`src/rtl/mem_arbiter.sv`:
```
// Two-requester (CPU / host) arbiter and wait-state sequencer for the single-port main memory.
// Optional access statistics are compiled in with the ARB_STATS_EN macro.
`timescale 1ns/1ps
module mem_arbiter #(
  parameter int AW        = 16,
  parameter int DW        = 8,
  parameter int WAIT      = 1,
  parameter int HOST_PRIO = 0
) (
  input  logic          clk,
  input  logic          rst,
  input  logic          cpu_req,
  input  logic          cpu_we,
  input  logic [AW-1:0] cpu_addr,
  input  logic [DW-1:0] cpu_wdata,
  output logic [DW-1:0] cpu_rdata,
  output logic          cpu_ready,
  input  logic          host_req,
  input  logic          host_we,
  input  logic [AW-1:0] host_addr,
  input  logic [DW-1:0] host_wdata,
  output logic [DW-1:0] host_rdata,
  output logic          host_ready,
  output logic [AW-1:0] mem_addr,
  output logic [DW-1:0] mem_wdata,
  input  logic [DW-1:0] mem_rdata,
  output logic          mem_read,
  output logic          mem_write,
  output logic [1:0]    grant,
`ifdef ARB_STATS_EN
  output logic [15:0]   cpu_cnt,
  output logic [15:0]   host_cnt,
  output logic [15:0]   conflict_cnt,
`endif
  output logic          busy
);

  if (WAIT < 32'sd1 || WAIT > 32'sd7) begin : g_wait_check
    $error("mem_arbiter: WAIT=%0d is outside the legal range 1..7", WAIT);
  end

  typedef enum logic [1:0] {
    S_IDLE   = 2'd0,
    S_ACCESS = 2'd1,
    S_DONE   = 2'd2
  } state_t;

  localparam logic [2:0] WAIT_M1 = 3'(WAIT - 1);

  state_t        state_r, state_s;
  logic [2:0]    cnt_r, cnt_s;
  logic          we_r, we_s;
  logic          last_host_r, last_host_s;
  logic          win_host_s;
  logic [AW-1:0] mem_addr_s;
  logic [DW-1:0] mem_wdata_s, cpu_rdata_s, host_rdata_s;
  logic          mem_read_s, mem_write_s, cpu_ready_s, host_ready_s, busy_s;
  logic [1:0]    grant_s;

  // Arbitration winner: host on fixed priority, otherwise whoever did not win last time
  always_comb begin
    win_host_s = 1'b0;
    if (cpu_req && host_req) begin
      win_host_s = (HOST_PRIO != 32'sd0) ? 1'b1 : ~last_host_r;
    end else begin
      win_host_s = host_req;
    end
  end

  // State register
  always_ff @(posedge clk) begin
    if (rst) begin
      state_r <= S_IDLE;
    end else begin
      state_r <= state_s;
    end
  end

  // Next-state logic
  always_comb begin
    state_s = state_r;
    case (state_r)
      S_IDLE: begin
        if (cpu_req || host_req) begin
          state_s = S_ACCESS;
        end else begin
          state_s = S_IDLE;
        end
      end
      S_ACCESS: begin
        if (cnt_r == 3'd0) begin
          state_s = S_DONE;
        end else begin
          state_s = S_ACCESS;
        end
      end
      S_DONE:  state_s = S_IDLE;
      default: state_s = S_IDLE;
    endcase
  end

  // Output logic: next values of every registered output and of the access context
  always_comb begin
    mem_addr_s   = mem_addr;
    mem_wdata_s  = mem_wdata;
    cpu_rdata_s  = cpu_rdata;
    host_rdata_s = host_rdata;
    we_s         = we_r;
    last_host_s  = last_host_r;
    cnt_s        = cnt_r;
    grant_s      = grant;
    busy_s       = busy;
    mem_read_s   = mem_read;
    mem_write_s  = mem_write;
    cpu_ready_s  = 1'b0;
    host_ready_s = 1'b0;
    case (state_r)
      S_IDLE: begin
        if (cpu_req || host_req) begin
          if (win_host_s) begin
            mem_addr_s  = host_addr;
            mem_wdata_s = host_wdata;
            we_s        = host_we;
            grant_s     = 2'b10;
          end else begin
            mem_addr_s  = cpu_addr;
            mem_wdata_s = cpu_wdata;
            we_s        = cpu_we;
            grant_s     = 2'b01;
          end
          last_host_s = win_host_s;
          cnt_s       = WAIT_M1;
          busy_s      = 1'b1;
          mem_read_s  = ~we_s;
          mem_write_s = we_s;
        end else begin
          grant_s     = 2'b00;
          busy_s      = 1'b0;
          mem_read_s  = 1'b0;
          mem_write_s = 1'b0;
        end
      end
      S_ACCESS: begin
        if (cnt_r == 3'd0) begin
          mem_read_s  = 1'b0;
          mem_write_s = 1'b0;
          // Read data is taken on the last strobed cycle; writes leave rdata alone
          if (grant[1]) begin
            host_ready_s = 1'b1;
            if (!we_r) begin
              host_rdata_s = mem_rdata;
            end else begin
              host_rdata_s = host_rdata;
            end
          end else begin
            cpu_ready_s = 1'b1;
            if (!we_r) begin
              cpu_rdata_s = mem_rdata;
            end else begin
              cpu_rdata_s = cpu_rdata;
            end
          end
        end else begin
          cnt_s = cnt_r - 3'd1;
        end
      end
      S_DONE: begin
        grant_s = 2'b00;
        busy_s  = 1'b0;
      end
      default: begin
        grant_s     = 2'b00;
        busy_s      = 1'b0;
        mem_read_s  = 1'b0;
        mem_write_s = 1'b0;
      end
    endcase
  end

  // Output and access-context registers
  always_ff @(posedge clk) begin
    if (rst) begin
      mem_addr    <= '0;
      mem_wdata   <= '0;
      cpu_rdata   <= '0;
      host_rdata  <= '0;
      mem_read    <= 1'b0;
      mem_write   <= 1'b0;
      cpu_ready   <= 1'b0;
      host_ready  <= 1'b0;
      grant       <= 2'b00;
      busy        <= 1'b0;
      we_r        <= 1'b0;
      cnt_r       <= 3'd0;
      last_host_r <= 1'b1;
    end else begin
      mem_addr    <= mem_addr_s;
      mem_wdata   <= mem_wdata_s;
      cpu_rdata   <= cpu_rdata_s;
      host_rdata  <= host_rdata_s;
      mem_read    <= mem_read_s;
      mem_write   <= mem_write_s;
      cpu_ready   <= cpu_ready_s;
      host_ready  <= host_ready_s;
      grant       <= grant_s;
      busy        <= busy_s;
      we_r        <= we_s;
      cnt_r       <= cnt_s;
      last_host_r <= last_host_s;
    end
  end

`ifdef ARB_STATS_EN
  // Saturating completion and conflict counters
  always_ff @(posedge clk) begin
    if (rst) begin
      cpu_cnt      <= 16'd0;
      host_cnt     <= 16'd0;
      conflict_cnt <= 16'd0;
    end else begin
      if (state_r == S_DONE && grant[0] && cpu_cnt != 16'hFFFF) begin
        cpu_cnt <= cpu_cnt + 16'd1;
      end
      if (state_r == S_DONE && grant[1] && host_cnt != 16'hFFFF) begin
        host_cnt <= host_cnt + 16'd1;
      end
      if (state_r == S_IDLE && cpu_req && host_req && conflict_cnt != 16'hFFFF) begin
        conflict_cnt <= conflict_cnt + 16'd1;
      end
    end
  end
`endif

endmodule
```
`config.mk`:
```
export PLATFORM = sky130hd
export DESIGN_NAME = mem_arbiter
export DESIGN_NICKNAME = d
export VERILOG_FILES = /design/src/rtl/mem_arbiter.sv
export SDC_FILE = /design/constraint.sdc
export NUM_CORES = 1
export LEC_CHECK = 0
export CAP_MARGIN = 10
export CORE_MARGIN = 8
export CORE_UTILIZATION = 38
export DETAILED_ROUTE_END_ITERATION = 10
export GPL_TIMING_DRIVEN = 1
export PLACE_DENSITY_LB_ADDON = 0.1
export SLEW_MARGIN = 20
export SYNTH_ARGS = -nofsm -noshare
export SYNTH_HDL_FRONTEND = slang
export SYNTH_SLANG_ARGS = --single-unit
```
`constraint.sdc`:
```
create_clock -name clk -period 4.15 [get_ports clk]
set_clock_uncertainty 0.05 [all_clocks]
set_input_delay 0.83 -clock clk [delete_from_list [all_inputs] [get_ports clk]]
set_output_delay 0.83 -clock clk [all_outputs]
set_load 0.01 [all_outputs]
```
==> Word level (Yosys, flattened, before mapping) <==
Index checks and enable logic that the tools add are counted.
Widths: inputs -> output; s select.
{ "classes": {"addsub": 1, "n_eq_ne": 5, "n_mux": 24, "n_bitwise": 7, "n_reduce_logical": 11} }
{ "ops": {"columns": ["op", "count"], "rows": [
  ["$mux 16", 1],
  ["$mux 1", 11],
  ["$mux 8", 1],
  ["$pmux 2 s2", 2],
  ["$reduce_and 4->1", 2],
  ["$not 1->1", 7],
  ["$mux 2", 3],
  ["$mux 3", 2],
  ["$ne 2x2->1 const B", 3],
  ["$pmux 1 s3", 2],
  ["$pmux 3 s2", 1],
  ["$reduce_and 2->1", 2],
  ["$logic_not 3->1", 1],
  ["$reduce_and 3->1", 1],
  ["$reduce_or 3->1", 1],
  ["$sub 3x1->3 const B", 1],
  ["$eq 2x1->1 const B", 1],
  ["$eq 2x2->1 const B", 1],
  ["$logic_not 2->1", 1],
  ["$pmux 1 s2", 1],
  ["$reduce_bool 2->1", 1],
  ["$logic_and 1x1->1", 1],
  ["$logic_or 1x1->1", 1]
]} }
{ "totals": {"reg_bits": 54, "input_bits": 62, "out_inout_bits": 47, "word_cells": 62} }

==> Longest topological paths before layout <==
Gate-level depths: netlist (run 1).
{ "logic_depth": {"ltp_word": 8, "ltp_mapped": 8, "ltp_nobuf": 7} }

==> Worst setup path after synthesis (run 1) <==
Ideal clock, no wire load.
{ "synth_path": {"path_kind": "input to register", "start": "input host_req", "end": "register mem_addr[10]", "setup_ps": 91, "t_arrival_ps": 1707, "required_time_ps": 4009, "path_slack_ps": 2302, "path_stages": 5, "n_path_buf": 2, "path_cell_list": "a21bo_2 buf_4 clkbuf_1 nand2_1 a311oi_1"} }
{ "synth_between": {"elab_chain_len": 3, "word_cells_on_any_way": 5, "cone_classes": "mux (2); reduce/logical (3)"} }
{ "synth_lines": {"columns": ["item", "line", "rtl"], "rows": [
  ["start: declaration", "18", "input logic host_req,"],
  ["$logic_and 1x1->1", "63", "if (cpu_req && host_req) begin"],
  ["$mux 1", "63", null],
  ["$mux 16", "120", "if (win_host_s) begin"],
  ["end signal: assignment", "197", "mem_addr <= mem_addr_s;"],
  ["end: declaration", "24", "output logic [AW-1:0] mem_addr,"]
]} }
Parallel ways exist; a longest one is shown, timed or not.
A chain may end at the register's enable or synchronous reset.

==> Worst setup path in the final report (run 1) <==
{ "layout_path": {"start": "input cpu_req", "end": "register mem_read"} }
{ "layout_between": {"elab_chain_len": 8, "word_cells_on_any_way": 9, "cone_classes": "mux (6); bitwise (1); reduce/logical (2)"} }
{ "layout_lines": {"columns": ["item", "line", "rtl"], "rows": [
  ["start: declaration", "12", "input logic cpu_req,"],
  ["$logic_and 1x1->1", "63", null],
  ["$mux 1", "63", null],
  ["$mux 1", "120", null],
  ["$mux 1", "119", "if (cpu_req || host_req) begin"],
  ["$mux 1", "117", "case (state_r)"],
  ["$not 1->1", "134", "mem_read_s = ~we_s;"],
  ["$mux 1 (*)", "119", null],
  ["$pmux 1 s3 (*)", "117", null],
  ["end signal: assignment", "201", "mem_read <= mem_read_s;"],
  ["end: declaration", "27", "output logic mem_read,"]
]} }
Every way passes the cells marked *; elsewhere a longest branch is shown, timed or not. The select of a mux whose other input is x is not followed.

==> run_results.csv, run 1 <==
group,metric,value,unit
route,first_pass_iters,4,
floorplan,ioPinCount,109,
place,dp_slack,1370,ps
synth,synth_edf_count,0,
cts,cts-root-buf,"clkbuf_8",
cells_and_area,fin_cells,426,
critical_path,reg2reg_depth,7,
synth,netlist_area,2190,µm²
timing,setup_viol,0,
critical_path,criticalPathCategory,"input port to flip-flop",
timing,fin_crit_sh,57.6,%
synth,synth_seq_cells,54,
route,viasPerCell,4.85,
power,p_seq_share,48.6,%
synth,synth-xor-area-share,0,%
cts,cts_tree,"done",
place,placed_area,3260,µm²
cts,cts_made_buffers,5,
critical_path,worst-path-max-fanout,28,
power,switching_power,311,µW
timing,hold_ws,413,ps
timing,slew-limit-headroom,34.8,%
synth,synth_nets,322,
synth,synth_flop_cell,"dfxtp_1",
route,ant_nets,0,
timing,fmax,0.418,GHz
power,power_frac_comb,23.1,%
power,intPower,894,µW
critical_path,required,4340,ps
cts,htree_levels,2,
synth,synth_cells,258,
place,place.gp.congestion,0.699,
cells_and_area,finalCoreUtilization,60.9,%
route,drt_iter0_markers,76,
synth,syn_avg_cell_area,8.47,µm²
grt,grt_pass1_wl,9.92,mm
critical_path,worstReg2RegStart,"cnt_r[0]",
min_path,holdPathEnd,"cpu_rdata[4]",
cells_and_area,syn2layout_area_growth,54.3,%
floorplan,core,5540,µm²
critical_path,r2r_end,"cpu_rdata[6]",
power,sw_frac_of_total,25.8,%
cts,cts_hold_buf,0,
synth,synth_compound_gate_area_share,15.9,%
grt,antenna_found_initial,0,
timing,min_period,2390,ps
grt,grt_pass1_vias,2050,
cells_and_area,layout-drive-gt1-share,5.08,%
route,drc,0,
floorplan,die-area,8440,µm²
cts,clkLatencyLatePin,300,ps
cts,worst_setup_hold_path_clk_slew,90,ps
critical_path,cp-end-kind,"flip-flop",
power,p_clk_share,28.3,%
cells_and_area,layout.nets,418,
timing,finalSetupTns,0,ps
place,place_inst,419,
outcome,status,"finished, final reports clean",
synth,synthAdderAreaFrac,1.14,%
grt,grt_max_degree,55,
critical_path,crit_arrival,2580,ps
synth,synth_top_family_by_area,"simple AND/OR/NAND/NOR gates",
critical_path,critPathLaunchType,"input port",
power,power,1.21,mW
timing,grt_setup_unrepaired,"no",
min_path,hold_class,"flip-flop to flip-flop",
route,finalWirelength,6.12,mm
synth,seq_area_frac_synth,49.5,%
place,dp_hpwl,4.40,mm
synth,yosys.area_share.simple,23.9,%
cts,clk_path_buf_depth,2,
floorplan,die_w,91.8,µm
floorplan,die_y,91.8,µm
grt,grt_overflow,0,
timing,hold_viol,0,
grt,grt.total_usage,14.3,%
cells_and_area,design_area,3370,µm²
min_path,holdPathStages,2,
floorplan,num_rows,27,
synth,yosysWarnings,0,
timing,max_slew.worst_pin.slew,978,ps
timing,slew_viol_final,0,
cts,ctsResizeCount,0,
critical_path,r2r_setup_slack,2190,ps
power,leakage,1.33,nW
power,power_density,357,nW/µm²
cts,postCtsSetupRepairBufs,0,
place,io_buffers,108,
cts,cts_sinks,54,
floorplan,start_util,39.5,%
synth,synth_cell_types,29,
route,routedWlPerCell,14.4,µm
timing,worst_slack,1760,ps
synth,synthMuxAreaShare,4.12,%
power,irDropWorstVdd,157,µV
route,via_count,2064,
synth,async_flop_share,0,%
flow_run,maxCapViolCount,0,
min_path,hp-start,"cpu_rdata[4]",
cells_and_area,n_antenna_cell,0,
cell type report:
cell class	instances	area [µm²]
clock buffer	5	68.8
clock inverter	2	38.8
tap	72	90.1
fill	541	2170
inverter	4	15.0
multi-input combinational	180	996
sequential	54	1080
timing repair buffer	109	1080
placed cells by master, fill, tap and decap left out:
cell type / synthesis / routed
and2b_2: 1 / 1
clkbuf_8: 0 / 5
a21boi_4: 0 / 1
a211oi_1: 1 / 1
nor3_4: 1 / 1
dfxtp_1: 54 / 54
clkinv_4: 0 / 1
nor2_1: 46 / 46
ha_1: 2 / 2
clkdlybuf4s50_1: 0 / 107
a21bo_2: 1 / 1
and2_1: 1 / 1
nand2_1: 65 / 65
o21ai_0: 1 / 1
bufinv_16: 0 / 1
or3b_1: 1 / 1
mux2i_1: 9 / 9
or3b_2: 1 / 1
buf_2: 6 / 1
inv_1: 4 / 4
or3_2: 2 / 2
nor3_1: 3 / 3
o31ai_1: 1 / 1
o31a_2: 1 / 1
buf_4: 2 / 1
a22oi_1: 2 / 2
nand3b_4: 1 / 1
a211o_1: 1 / 1
a311oi_1: 24 / 24
nand3b_1: 1 / 1
a21oi_1: 13 / 13
registers in the layout, indices dropped and copies added (netlist names):
register	count
state_r	2
cpu_ready	1
last_host_r	1
cpu_rdata	8
mem_read	1
busy	1
mem_write	1
mem_addr	16
host_rdata	8
cnt_r	3
grant	2
mem_wdata	8
host_ready	1
we_r	1
worst max-delay path by stage:
stage                         to  slack [ps]  cells after the start      from
floorplan           mem_addr[10]        2300                      5  host_req
global placement    mem_addr[11]        1460                      4  host_req
detailed placement   mem_addr[0]        1370                      4  host_req
CTS                  mem_addr[0]        1700                      4  host_req
global route            mem_read        1640                      5   cpu_req
finish                  mem_read        1760                      5   cpu_req
routing by layer:
metal	vias to the layer above	track usage (%)	wire (µm)
li1	1067	-	-
met1	915	16.7	2680
met2	78	23.0	2800
met3	4	6.28	596
met4	0	4.83	44
met5	-	0	0
worst max-delay path, cell delays in order:
cell,delay (ps)
clkdlybuf4s50_1,550
a21bo_2,540
mux2i_1,410
a22oi_1,140
nor2_1,110
synth_stat cells (2+ instances only):
cell | number | share of area [%]
buf_2 | 6 | 1.4
clkbuf_1 | 10 | 1.7
inv_1 | 4 | 0.69
buf_4 | 2 | 0.69
a311oi_1 | 24 | 9.6
buf_6 | 2 | 1.0
dfxtp_1 | 54 | 49
a21oi_1 | 13 | 3.0
or3_2 | 2 | 0.69
mux2i_1 | 9 | 4.1
a22oi_1 | 2 | 0.69
ha_1 | 2 | 1.1
nor3_1 | 3 | 0.69
nor2_1 | 46 | 7.9
nand2_1 | 65 | 11
power groups by stage:
stage          sequential (mW)  combinational [mW]  clock, mW
2_1_floorplan            0.610               0.114          0
3_3_place_gp             0.596               0.279          0
3_5_place_dp             0.598               0.282          0
4_1_cts                  0.586               0.283      0.352
5_1_grt                  0.592               0.306      0.373
6_report                 0.586               0.279      0.341
cell families (layout without fill, tap and decap cells):
kind of cell               Yosys count  in the layout
DFF                                 54             54
adders and majority gates            2              2
AOI/OAI and AO/OA                   46             46
buffers and inverters               24            120
and+or+nand+nor                    123            123
muxes                                9              9
Note: power is estimated with default switching activity, not from simulation.
==> run 2, diff against run 1 <==
Settings changed: CORE_UTILIZATION 38 to 36.
Clock period 4.15 ns to 1.9 ns, I/O delays scaled along.
==> run 2 against run 1 <==
Setup slack lost 1600 ps; first-iteration DRC count shrank 41%; final area grew 3.3%; global-route usage shrank 0.52 points; sequential share of layout area shrank 1.0 points; worst hold slack lost 1.7 ps; power grew 120%; critical path type is now flip-flop to flip-flop; critical endpoint is now cnt_r[1]; largest cell class unchanged.
==> run_results.csv, run 2 (synthesis gave the netlist of run 1 again) <==
group,metric,value,unit
timing,grt_setup_unrepaired,"no",
timing,setup_viol,0,
cts,clk_path_buf_depth,2,
cells_and_area,fill_cells,570,
cts,htree_levels,2,
cts,cts-root-buf,"clkbuf_8",
timing,fin_crit_sh,92.2,%
place,place.gp.congestion,0.756,
min_path,hold_class,"flip-flop to flip-flop",
critical_path,crit_top_cell,"ha_1",
critical_path,critPathBufInv,1,
place,dp_hpwl,4.71,mm
grt,grt_overflow,0,
grt,grt.total_usage,13.8,%
timing,hold_viol,0,
cts,worst_setup_hold_path_clk_slew,100,ps
min_path,holdPathStages,2,
timing,max_slew.worst_pin.slew,441,ps
cells_and_area,layout.nets,427,
route,routedWlPerCell,14.3,µm
route,first_pass_iters,4,
route,via_count,2093,
timing,slew_viol_final,0,
critical_path,critPathMaxStageDelay,410,ps
timing,min_period,1750,ps
critical_path,cpLargestDelayFamily,"simple AND/OR/NAND/NOR gates",
power,irDropWorstVdd,325,µV
route,drc,0,
floorplan,die_w,93.9,µm
timing,finalSetupTns,0,ps
critical_path,slowest_stage,"or3b_4",
route,viasPerCell,4.77,
grt,antenna_found_initial,0,
cts,cts_made_buffers,5,
cells_and_area,final_common_cell,"clkdlybuf4s50_1",
grt,grt_pass1_wl,9.76,mm
power,power_density,752,nW/µm²
cts,cts_sinks,54,
route,finalWirelength,6.29,mm
outcome,status,"finished, final reports clean",
floorplan,die-area,8820,µm²
floorplan,die_y,93.9,µm
cts,cts_tree,"done",
critical_path,critPathLaunchType,"flip-flop",
cells_and_area,layout-drive-gt1-share,7.97,%
floorplan,start_util,37.1,%
flow_run,maxCapViolCount,0,
critical_path,cp-end-kind,"flip-flop",
critical_path,r2r_end,"cnt_r[1]",
timing,fmax,0.571,GHz
route,ant_nets,0,
critical_path,worst-path-max-fanout,5,
critical_path,worstReg2RegStart,"cnt_r[0]",
min_path,hp-start,"cpu_rdata[3]",
grt,grt_pass1_vias,1959,
place,io_buffers,108,
grt,grt_max_degree,32,
critical_path,criticalPathCategory,"flip-flop to flip-flop",
cells_and_area,n_antenna_cell,0,
floorplan,core,5890,µm²
cells_and_area,syn2layout_area_growth,59.4,%
cts,clkLatencyLatePin,310,ps
critical_path,crit_arrival,1900,ps
critical_path,r2r_setup_slack,150,ps
cts,postCtsSetupRepairBufs,0,
cells_and_area,largest_reg_flops,16,
critical_path,path_cells,"inv_1 -> ha_1 -> ha_1 -> or3b_4 -> o31a_2 -> a21oi_1 -> nor2_1",
timing,slew-limit-headroom,70.6,%
cells_and_area,fin_cells,439,
cells_and_area,regMostFlops,"mem_addr",
power,leakage,1.39,nW
min_path,holdPathEnd,"cpu_rdata[3]",
cells_and_area,final_cell_mix,"107 x clkdlybuf4s50_1, 65 x nand2_1, 54 x dfxtp_1",
place,place_inst,431,
critical_path,reg2reg_depth,7,
critical_path,required,2050,ps
floorplan,ioPinCount,109,
route,drt_iter0_markers,45,
floorplan,num_rows,28,
## run 2: cell count changes in the layout (fill, tap and decap cells not counted), sizes merged
cell,before,now
clkbuf,5,6
bufinv,1,0
clkinv,1,2
buf,2,11
## run 2: cell type report
cell class / count / area [µm²] / area share [%]
Multi-Input combinational cell: 180 / 993 / 28.5
Inverter: 4 / 15.0 / 0.431
Clock inverter: 2 / 17.5 / 0.503
Timing Repair Buffer: 118 / 1200 / 34.5
Tap cell: 75 / 93.8 / 2.69
Sequential cell: 54 / 1080 / 31.0
Clock buffer: 6 / 82.6 / 2.37
## run 2: worst max path at each step
stage	startpoint	to	slack (ps)	cells after the start
2_1_floorplan	cnt_r[0]	cnt_r[0]	150	7
3_3_place_gp	cpu_req	last_host_r	30	4
3_5_place_dp	cpu_req	mem_addr[10]	0.9	6
4_1_cts	cnt_r[0]	host_rdata[1]	20	7
5_1_grt	cnt_r[0]	cnt_r[1]	40	7
6_report	cnt_r[0]	cnt_r[1]	150	7
## run 2: worst reg2reg max path, cell delays in order (launching register included)
cell and delay, ps:
dfxtp_1 360, inv_1 50, ha_1 190, ha_1 220, or3b_4 410, o31a_2 160, a21oi_1 150, nor2_1 50
## run 2: metal layers
| metal | global-route usage, % | wire length (µm) | vias up |
|---|---|---|---|
| met1 | 17.3 | 2870 | 924 |
| met5 | 0 | 0 | - |
| met4 | 4.76 | 76 | 0 |
| met3 | 5.76 | 596 | 7 |
| li1 | - | - | 1088 |
| met2 | 20.8 | 2750 | 74 |
## run 2: per-stage QoR
step | instance area, µm² | hold WS, ps | setup WS (ps) | utilization, % | power (mW)
2_1_floorplan | 2190 | 404 | 151 | - | 1.58
3_3_place_gp | 3380 | 392 | 33.3 | 57.4 | 1.96
3_5_place_dp | 3380 | 397 | 0.932 | 57.4 | 1.97
4_1_cts | 3480 | 411 | 19.9 | 59.1 | 2.66
5_1_grt | 3480 | 431 | 43.9 | 59.2 | 2.77
6_report | 3480 | 411 | 149 | 59.2 | 2.62
## run 2: what timing repair did
item | in CTS | in global routing
endpoints found under the setup margin | 0 | 11
hold buffers | 0 | 0
gates resized for setup | 0 | 2
## run 2: where the power goes
part           switching (mW)  internal (mW)  total, mW
Clock                   0.387          0.301      0.688
Sequential             0.0543           1.22       1.28
Combinational           0.276          0.380      0.656
==> run 3, diff against run 2 <==
Settings changed: SLEW_MARGIN 20 to default.
==> results of run 3 <==
The final DEF is identical to that of run 2; final timing and power are the same.
